## config.mk

```make
export PLATFORM = sky130hd
export DESIGN_NAME = atm_transaction
export DESIGN_NICKNAME = d
export VERILOG_FILES = /design/src/rtl/atm_transaction.sv
export SDC_FILE = /design/constraint.sdc
export NUM_CORES = 1
export LEC_CHECK = 0
export ABC_AREA = 1
export ABC_CLOCK_PERIOD_IN_PS = 5300
export CAP_MARGIN = 20
export CORE_MARGIN = 8
export CORE_UTILIZATION = 35
export DETAILED_ROUTE_END_ITERATION = 8
export PLACE_DENSITY = 0.64
export SLEW_MARGIN = 40
export SYNTH_ARGS = -nofsm -noshare
export SYNTH_HDL_FRONTEND = slang
export SYNTH_SLANG_ARGS = --single-unit
```

## constraint.sdc

```tcl
create_clock -name clk -period 5.3 [get_ports clk]
set_clock_uncertainty 0.1 [all_clocks]
set_input_delay 0.53 -clock clk [delete_from_list [all_inputs] [get_ports clk]]
set_output_delay 0.53 -clock clk [all_outputs]
set_load 0.005 [all_outputs]
```

## src/rtl/atm_transaction.sv

```systemverilog
// rtl/atm_transaction.sv - ATM session controller: card auth, balance ops, lockout and timeout.
module atm_transaction #(
  parameter int balance_width  = 20,
  parameter int max_tries      = 3,
  parameter int timeout_cycles = 1024
) (
  input  logic                     clk,
  input  logic                     rst,
  input  logic                     card_in,
  input  logic                     psw_submit,
  input  logic                     wrong_psw,
  input  logic [balance_width-1:0] balance,
  input  logic                     op_valid,
  input  logic [1:0]               op_code,
  input  logic [balance_width-1:0] amount,
  output logic [balance_width-1:0] updated_balance,
  output logic                     op_done,
  output logic [balance_width-1:0] display_balance,
  output logic [1:0]               err,
  output logic                     authed,
  output logic                     card_retained,
  output logic                     eject
);

  localparam int try_w = $clog2(max_tries + 1);
  localparam int tmo_w = $clog2(timeout_cycles + 1);

  typedef enum logic [2:0] {IDLE, AUTH, CHECK, MENU, EXEC, LOCKED} state_t;

  state_t                   state, next_state;
  logic [try_w-1:0]         try_cnt;
  logic [tmo_w-1:0]         idle_cnt;
  logic                     wait_remove;
  logic [1:0]               op_q;
  logic [balance_width-1:0] amt_q;
  logic [balance_width:0]   sum;
  logic [balance_width-1:0] exec_val;
  logic [1:0]               exec_err;
  logic                     last_try;
  logic                     timeout_hit;

  assign last_try      = (try_cnt == try_w'(max_tries - 1));
  assign timeout_hit   = (idle_cnt == tmo_w'(timeout_cycles - 1));
  assign sum           = {1'b0, balance} + {1'b0, amt_q};
  assign authed        = (state == MENU) || (state == EXEC);
  assign card_retained = (state == LOCKED);

  // Errors leave the balance untouched; the unchanged value is still written back.
  always_comb begin
    exec_val = balance;
    exec_err = 2'b00;
    case (op_q)
      2'b01: begin
        if (amt_q == '0)             exec_err = 2'b11;
        else if (sum[balance_width]) exec_err = 2'b10;
        else                         exec_val = sum[balance_width-1:0];
      end
      2'b10: begin
        if (amt_q == '0)         exec_err = 2'b11;
        else if (amt_q > balance) exec_err = 2'b01;
        else                      exec_val = balance - amt_q;
      end
      default: ;
    endcase
  end

  always_ff @(posedge clk) begin
    if (rst) state <= IDLE;
    else     state <= next_state;
  end

  always_comb begin
    next_state = state;
    case (state)
      IDLE:   if (card_in) next_state = AUTH;
      AUTH: begin
        if (!card_in)        next_state = IDLE;
        else if (psw_submit) next_state = CHECK;
      end
      CHECK: begin
        if (!card_in)       next_state = IDLE;
        else if (wrong_psw) next_state = last_try ? LOCKED : AUTH;
        else                next_state = MENU;
      end
      MENU: begin
        if (!card_in)                                         next_state = IDLE;
        else if (!wait_remove && op_valid && op_code != 2'b11) next_state = EXEC;
      end
      EXEC:    next_state = card_in ? MENU : IDLE;
      LOCKED:  next_state = LOCKED;
      default: next_state = IDLE;
    endcase
  end

  always_ff @(posedge clk) begin
    if (rst) begin
      try_cnt         <= '0;
      idle_cnt        <= '0;
      wait_remove     <= 1'b0;
      op_q            <= 2'b00;
      amt_q           <= '0;
      updated_balance <= '0;
      display_balance <= '0;
      err             <= 2'b00;
      op_done         <= 1'b0;
      eject           <= 1'b0;
    end else begin
      op_done <= 1'b0;
      eject   <= 1'b0;
      case (state)
        IDLE: begin
          wait_remove <= 1'b0;
          if (card_in) try_cnt <= '0;
        end
        CHECK: if (card_in) begin
          if (wrong_psw) begin
            try_cnt <= try_cnt + try_w'(1);
          end else begin
            updated_balance <= balance;
            display_balance <= balance;
            idle_cnt        <= '0;
            wait_remove     <= 1'b0;
          end
        end
        // After exit or timeout the session parks here until the card is pulled.
        MENU: if (card_in && !wait_remove) begin
          if (op_valid) begin
            err      <= 2'b00;
            idle_cnt <= '0;
            op_q     <= op_code;
            amt_q    <= amount;
            if (op_code == 2'b11) begin
              eject       <= 1'b1;
              wait_remove <= 1'b1;
            end
          end else if (timeout_hit) begin
            eject       <= 1'b1;
            wait_remove <= 1'b1;
          end else begin
            idle_cnt <= idle_cnt + tmo_w'(1);
          end
        end
        EXEC: if (card_in) begin
          op_done         <= 1'b1;
          updated_balance <= exec_val;
          display_balance <= exec_val;
          err             <= exec_err;
        end
        default: ;
      endcase
    end
  end

endmodule
```

== Yosys cells after proc, flatten, opt, wreduce, memory -nomap -nowiden ==
Cells that the tools add are included.

* Output and inout bits: 46
* Word-level logic and storage cells: 111
* Register bits: 63
* Input port bits: 48

* Bitwise gates (word level): 3
* Muxes and demuxes: 49
* $add $sub $neg: 4
* Order comparisons: 1
* Reductions and logical operators: 21
* Equal/unequal tests: 23

{| class="wikitable"
|+ Operator list
! kind !! number
|-
| $mux 20 || 7
|-
| $pmux 20 s2 || 2
|-
| $mux 11 || 5
|-
| $mux 3 || 8
|-
| $pmux 11 s2 || 1
|-
| $add 20x20->21 || 1
|-
| $gt 20x20->1 || 1
|-
| $logic_not 20->1 || 1
|-
| $mux 2 || 10
|-
| $sub 20x20->20 || 1
|-
| $pmux 3 s6 || 1
|-
| $ne 2x2->1 const B || 7
|-
| $pmux 2 s2 || 3
|-
| $reduce_and 4->1 || 3
|-
| $add 11x1->11 const B || 1
|-
| $eq 11x10->1 const B || 1
|-
| $mux 1 || 11
|-
| $ne 3x3->1 const B || 3
|-
| $reduce_bool 2->1 || 4
|-
| $eq 2x2->1 const B || 3
|-
| $eq 3x2->1 const B || 2
|-
| $eq 3x3->1 const B || 2
|-
| $ne 3x2->1 const B || 2
|-
| $reduce_and 3->1 || 2
|-
| 15 further kinds || 19
|}

== Logic depth before layout (Yosys ltp) ==
* Depth in word-level cells: 6
* Gate-level depth with buffers: 19
* Gate-level depth less buffers: 18

== Worst setup path before layout ==
No wires, ideal clock.

* Path type: in2reg
* Start point: input balance[0]
* End point: register display_balance[17]
* Stages on the path: 13
* Library setup time: 0.119 ns
* Arrival time: 2.181 ns
* Required time: 5.081 ns
* Buffers on the path: 1
* Path slack: 2.899 ns
* Path through: ha_1 -> fa_1 -> nand3_1 -> nand2_2 -> nand2_1 -> nand3_2 -> nand2_2 -> nand3_2 -> nand2_4 -> nand3_4 -> buf_8 -> a21oi_2 -> a21oi_1

* Longest elaborated chain between the ends: 6
* Elaborated cells between the ends (all ways): 10
* Classes of those cells: add/sub: 2; order compare: 1; mux: 7

{| class="wikitable"
|+ Ends and longest elaborated chain
! element !! RTL line !! RTL
|-
| start, declared || 12 || <nowiki>input logic [balance_width-1:0] balance,</nowiki>
|-
| $sub 20x20->20 (tied with other cells) || 61 || <nowiki>else exec_val = balance - amt_q;</nowiki>
|-
| $mux 20, on equally long branches || 60, 55 ||
|-
| $mux 20, on equally long branches || 59, 54 ||
|-
| $pmux 20 s2 * || 52 || <nowiki>case (op_q)</nowiki>
|-
| $mux 20 * || 143 || <nowiki>EXEC: if (card_in) begin</nowiki>
|-
| $pmux 20 s2 * || 110 || <nowiki>case (state)</nowiki>
|-
| end signal, assigned || 120 || <nowiki>display_balance <= balance;</nowiki>
|-
| end signal, assigned || 146 || <nowiki>display_balance <= exec_val;</nowiki>
|-
| end, declared || 18 || <nowiki>output logic [balance_width-1:0] display_balance,</nowiki>
|}

Every way passes the cells marked *; elsewhere a longest branch is shown, timed or not. The select of a mux whose other input is x is not followed.
A chain may end at the register's enable or synchronous reset.

== Final worst setup path ==
* Start point: input balance[1]
* End point: register display_balance[13]

Same word-level chain as after synthesis.

==> impl_summary.md <==
Worst setup path
In this run the critical register-to-register path is captured at display_balance[13]. The kind of start point of the critical path is a primary input. The reg-to-reg setup timing slack is 2.43 ns.

The maximum single-stage delay on the critical path is approximately 0.63 ns. In this run the critical register-to-register path is launched from amt_q[11]. Measured in cells, the most critical reg-to-reg path has a length of 15. The endpoint arrival time on the critical path is roughly 3.3 ns. Traced cell by cell, the critical path runs through clkdlybuf4s50_1 -> inv_1 -> fa_1 -> inv_1 -> nand3_1 -> nand2_1 -> nand3_1 -> nand3_2 -> nand2_1 -> nand2_2 -> nand3_4 -> nand2_1 -> nand2_1 -> o21bai_1 -> inv_1. The data required time at the worst endpoint is between 5 and 6 ns. The worst setup path is captured at a flip-flop.

Of all nets on the critical path, the largest fanout is 15. The kind of critical path is in2reg. The highest-delay cell along the critical path is clkdlybuf4s50_1.

The cell that appears most often on the critical path is nand2_1.

Finish
For this run, the number of standard cells in the final layout without fillers is 1228. In the layout the commonest cells are nand2_1 (218), inv_1 (109), nor2_1 (107). In the final layout, the share of cells above drive strength 1 is 7.94%. The count of inserted antenna diode cells is 0.

From synthesis to final layout, the design area changed by 18.8%. The most common library cell in the layout ignoring fill and taps is nand2_1. After the last flow step, the layout net total stands at about 1100.

Drt
The detailed-route DRC error count is 0. In the routed layout, each cell is associated on average with a via count of a little over 5. The initial detailed-routing violation count is between 500 and 600.

The detailed-route wire length is approximately 20 mm. The via count is about 6400. The count of nets left with antenna violations once routing finished came out at 0. The first detailed-routing pass took 6 iterations. The average detailed-routed wire length per instance is ~16 microns.

Pwr
The power density over the cells is around 180 nW/um^2. The power consumption is around 1.3 mW. The leakage power is roughly 3 nW. Registers are responsible for roughly two fifths of the overall power. The combinational share of power is between 10% and 20%. The clock network power share is between 40% and 50%. The switching component of the power is roughly 0.38 mW. The internal cell power is between 0.8 and 0.9 mW. The worst-case IR drop observed on VDD is 0.000124 V. The switching share of total power is approximately 30%.

Timing
Static timing analysis puts the maximum clock frequency at ~320 MHz. Setup repair after global routing left no endpoint under its margin. After layout, the minimum clock period comes to approximately 3.1 ns. The number of max-slew violations in the final report came to 0. The slew at the pin closest to its max-slew limit is ~0.75 ns. Setup violations remaining at the end of the flow were counted as 0. The number of failing hold endpoints at the final stage is 0. The final-layout setup total negative slack is 0 ns. The final worst slack is approximately 2.2 ns. The worst path uses between 50% and 60% of the clock period. The worst max-slew margin expressed relative to the limit is roughly half.

Yosys
Counting flops and latches in the post-synthesis netlist gives 63. The share of the Yosys chip area taken by registers is between 20% and 30%. The yosys synthesis warning count is 0. In the synthesized netlist the async set-or-reset flop fraction comes to 0%. Among all flip-flop cells after synthesis, the most frequent one is dfxtp_1. Synthesis instantiated 48 different standard cells from the library.

Synthesis produced a netlist whose cell count is between 900 and 1000. The mean instance size in the synthesized netlist is roughly 6.2 sq um. The number of nets in the synthesized netlist is around 1000.

The synthesized design contains 0 enable-type register cells. The area of the mapped netlist is a little under 6000 sq um.

Global route
The pin count of the biggest net entering global routing is 45. The via count of the first global-routing pass is between 6000 and 7000. The number of antenna violations at the first check in global routing was 0. The global-route congestion overflow total is 0. The global-route wire length before repair is around 33 mm.

Global routing consumed, over all layers together, approximately a fifth of the routing resources.

Clocking
In this run the number of H-tree levels came out at 3. The number of buffers on the longest clock path is 2. The clock net sink count is between 60 and 70. The TritonCTS clock tree is yes.

Counting the buffers created by CTS gives 9. The post-cts hold buffer count is 0. The tree is rooted in a clkbuf_16. The later pin in the worst-skew pair is clocked with a latency of approximately 0.33 ns.

The clock transition at the register clock pins on the worst setup and hold paths after CTS is roughly 0.06 ns. After clock tree synthesis, the repair step resized 0 gates. In this run the post-CTS setup repair buffer count came out at 0.

Worst hold path
The startpoint identified for the worst hold timing path is try_cnt[0]. The path with the worst hold slack has its endpoint at try_cnt[0]. Counting instances, the worst hold path has a depth of 2. The worst hold path belongs to the class reg2reg.

Floorplan
For this design the top-level I/O count stands at 94. The floorplan step defined a die boundary enclosing roughly 21000 sq um. The site row count is 47.

The die is approximately 150 microns tall. For this configuration, the core starts out at a cell density of ~36%. The die is approximately 150 microns wide.

In this run the standard cell core region covers around 17000 sq um.

Place
The congestion estimate from routability-driven global placement came to around 1.0. The placed cell count is 1212. Once detailed placement completed, the half-perimeter wirelength came to 16.2 mm. Port buffering added between 90 and 100 buffers. Prior to clock tree synthesis, the placed netlist has a worst setup slack of about 1.9 ns.

Status
The run finished with clean final reports.

Run
Across the run, the number of max-cap violations was 0.
stage by stage:
stage / hold WS [ns] / utilization (%) / cell area [sq um]
after floorplan: 0.335 / - / 5920
after global placement: 0.355 / 40.8 / 6770
after detailed placement: 0.359 / 40.8 / 6770
after CTS: 0.368 / 42.4 / 7030
after global routing: 0.390 / 42.4 / 7030
final: 0.369 / 42.4 / 7030
logic make-up after synthesis:
family / after synthesis / synth area share [%]
AND/OR/NAND/NOR: 458 / 34.0
AO/OA/AOI/OAI: 187 / 17.8
adder cells (fa/ha/maj): 46 / 9.98
buffers and inverters: 176 / 14.3
XOR/XNOR: 18 / 2.66
flip-flops: 63 / 21.3
area by class of cell:
class                   count  area (sq um)
clock buffers              11           233
clock inverters             5          33.8
fillers                  1761          9550
inverters                 125           474
multi-input cells         709          3810
flip-flops and latches     63          1260
well taps                 220           275
repair buffers             95           946
critical path: cells and delay by family:
| family | cells | cell delay [ns] |
|---|---|---|
| compound gates | 1 | 0.16 |
| buf+inv | 4 | 0.92 |
| simple gates | 9 | 1.18 |
| fa+ha+maj | 1 | 0.45 |
registers in the layout, summed over array words and instances (netlist names):
signal / cells
idle_cnt: 11
eject: 1
err: 2
try_cnt: 2
amt_q: 20
wait_remove: 1
state: 3
op_done: 1
op_q: 2
display_balance: 20
metal layers:
| metal | track usage, % | share of wire [%] | vias to the layer above | routed length, microns |
|---|---|---|---|---|
| met5 | 0 | 0 | - | 0 |
| met4 | 7.21 | 3.0 | 0 | 610 |
| met3 | 3.28 | 7.5 | 42 | 1500 |
| met2 | 30.7 | 46 | 272 | 9260 |
| met1 | 23.8 | 43 | 2890 | 8660 |
| li1 | - | - | 3147 | - |
how the worst max path moves through the flow:
stage                     endpoint  startpoint  slack, ns
6_report       display_balance[13]  balance[1]       2.17
5_1_grt        display_balance[13]  balance[1]       1.93
4_1_cts        display_balance[13]  balance[1]       2.20
3_5_place_dp   display_balance[13]  balance[1]       1.85
3_3_place_gp   display_balance[13]  balance[1]       1.84
2_1_floorplan  display_balance[17]  balance[0]       2.90
power groups by stage:
| stage | sequential, mW | combinational, mW | clock, mW |
|---|---|---|---|
| 3_5_place_dp | 0.496 | 0.238 | 0 |
| 4_1_cts | 0.486 | 0.239 | 0.552 |
| 2_1_floorplan | 0.494 | 0.154 | 0 |
| 6_report | 0.486 | 0.243 | 0.543 |
| 5_1_grt | 0.486 | 0.269 | 0.574 |
| 3_3_place_gp | 0.496 | 0.241 | 0 |
synthesized netlist by cell type, types with 2 or more instances:
library cell	n	area (sq um)
nand3_2	4	40.0
a21oi_4	2	32.5
inv_1	109	409
o22ai_1	2	12.5
o21bai_1	9	67.6
buf_6	6	67.6
buf_2	7	35.0
fa_1	2	40.0
nand2_1	218	818
nand3_1	64	320
o21ai_1	2	10.0
nand2_2	9	56.3
nor2_2	8	50.1
a31oi_1	4	25.0
nor2_1	107	402
buf_4	31	233
nor3_2	2	20.0
xor2_1	18	158
nor4_1	3	18.8
nor3_1	13	65.1
o21ai_0	67	335
or2_2	7	43.8
nand4_1	14	87.6
inv_2	13	48.8
dfxtp_1	63	1260
a211oi_1	2	15.0
clkbuf_1	5	18.8
inv_4	2	12.5
a21oi_1	83	415
ha_1	44	551
a21oi_2	11	96.3
Power figures use the tool's default switching activity.
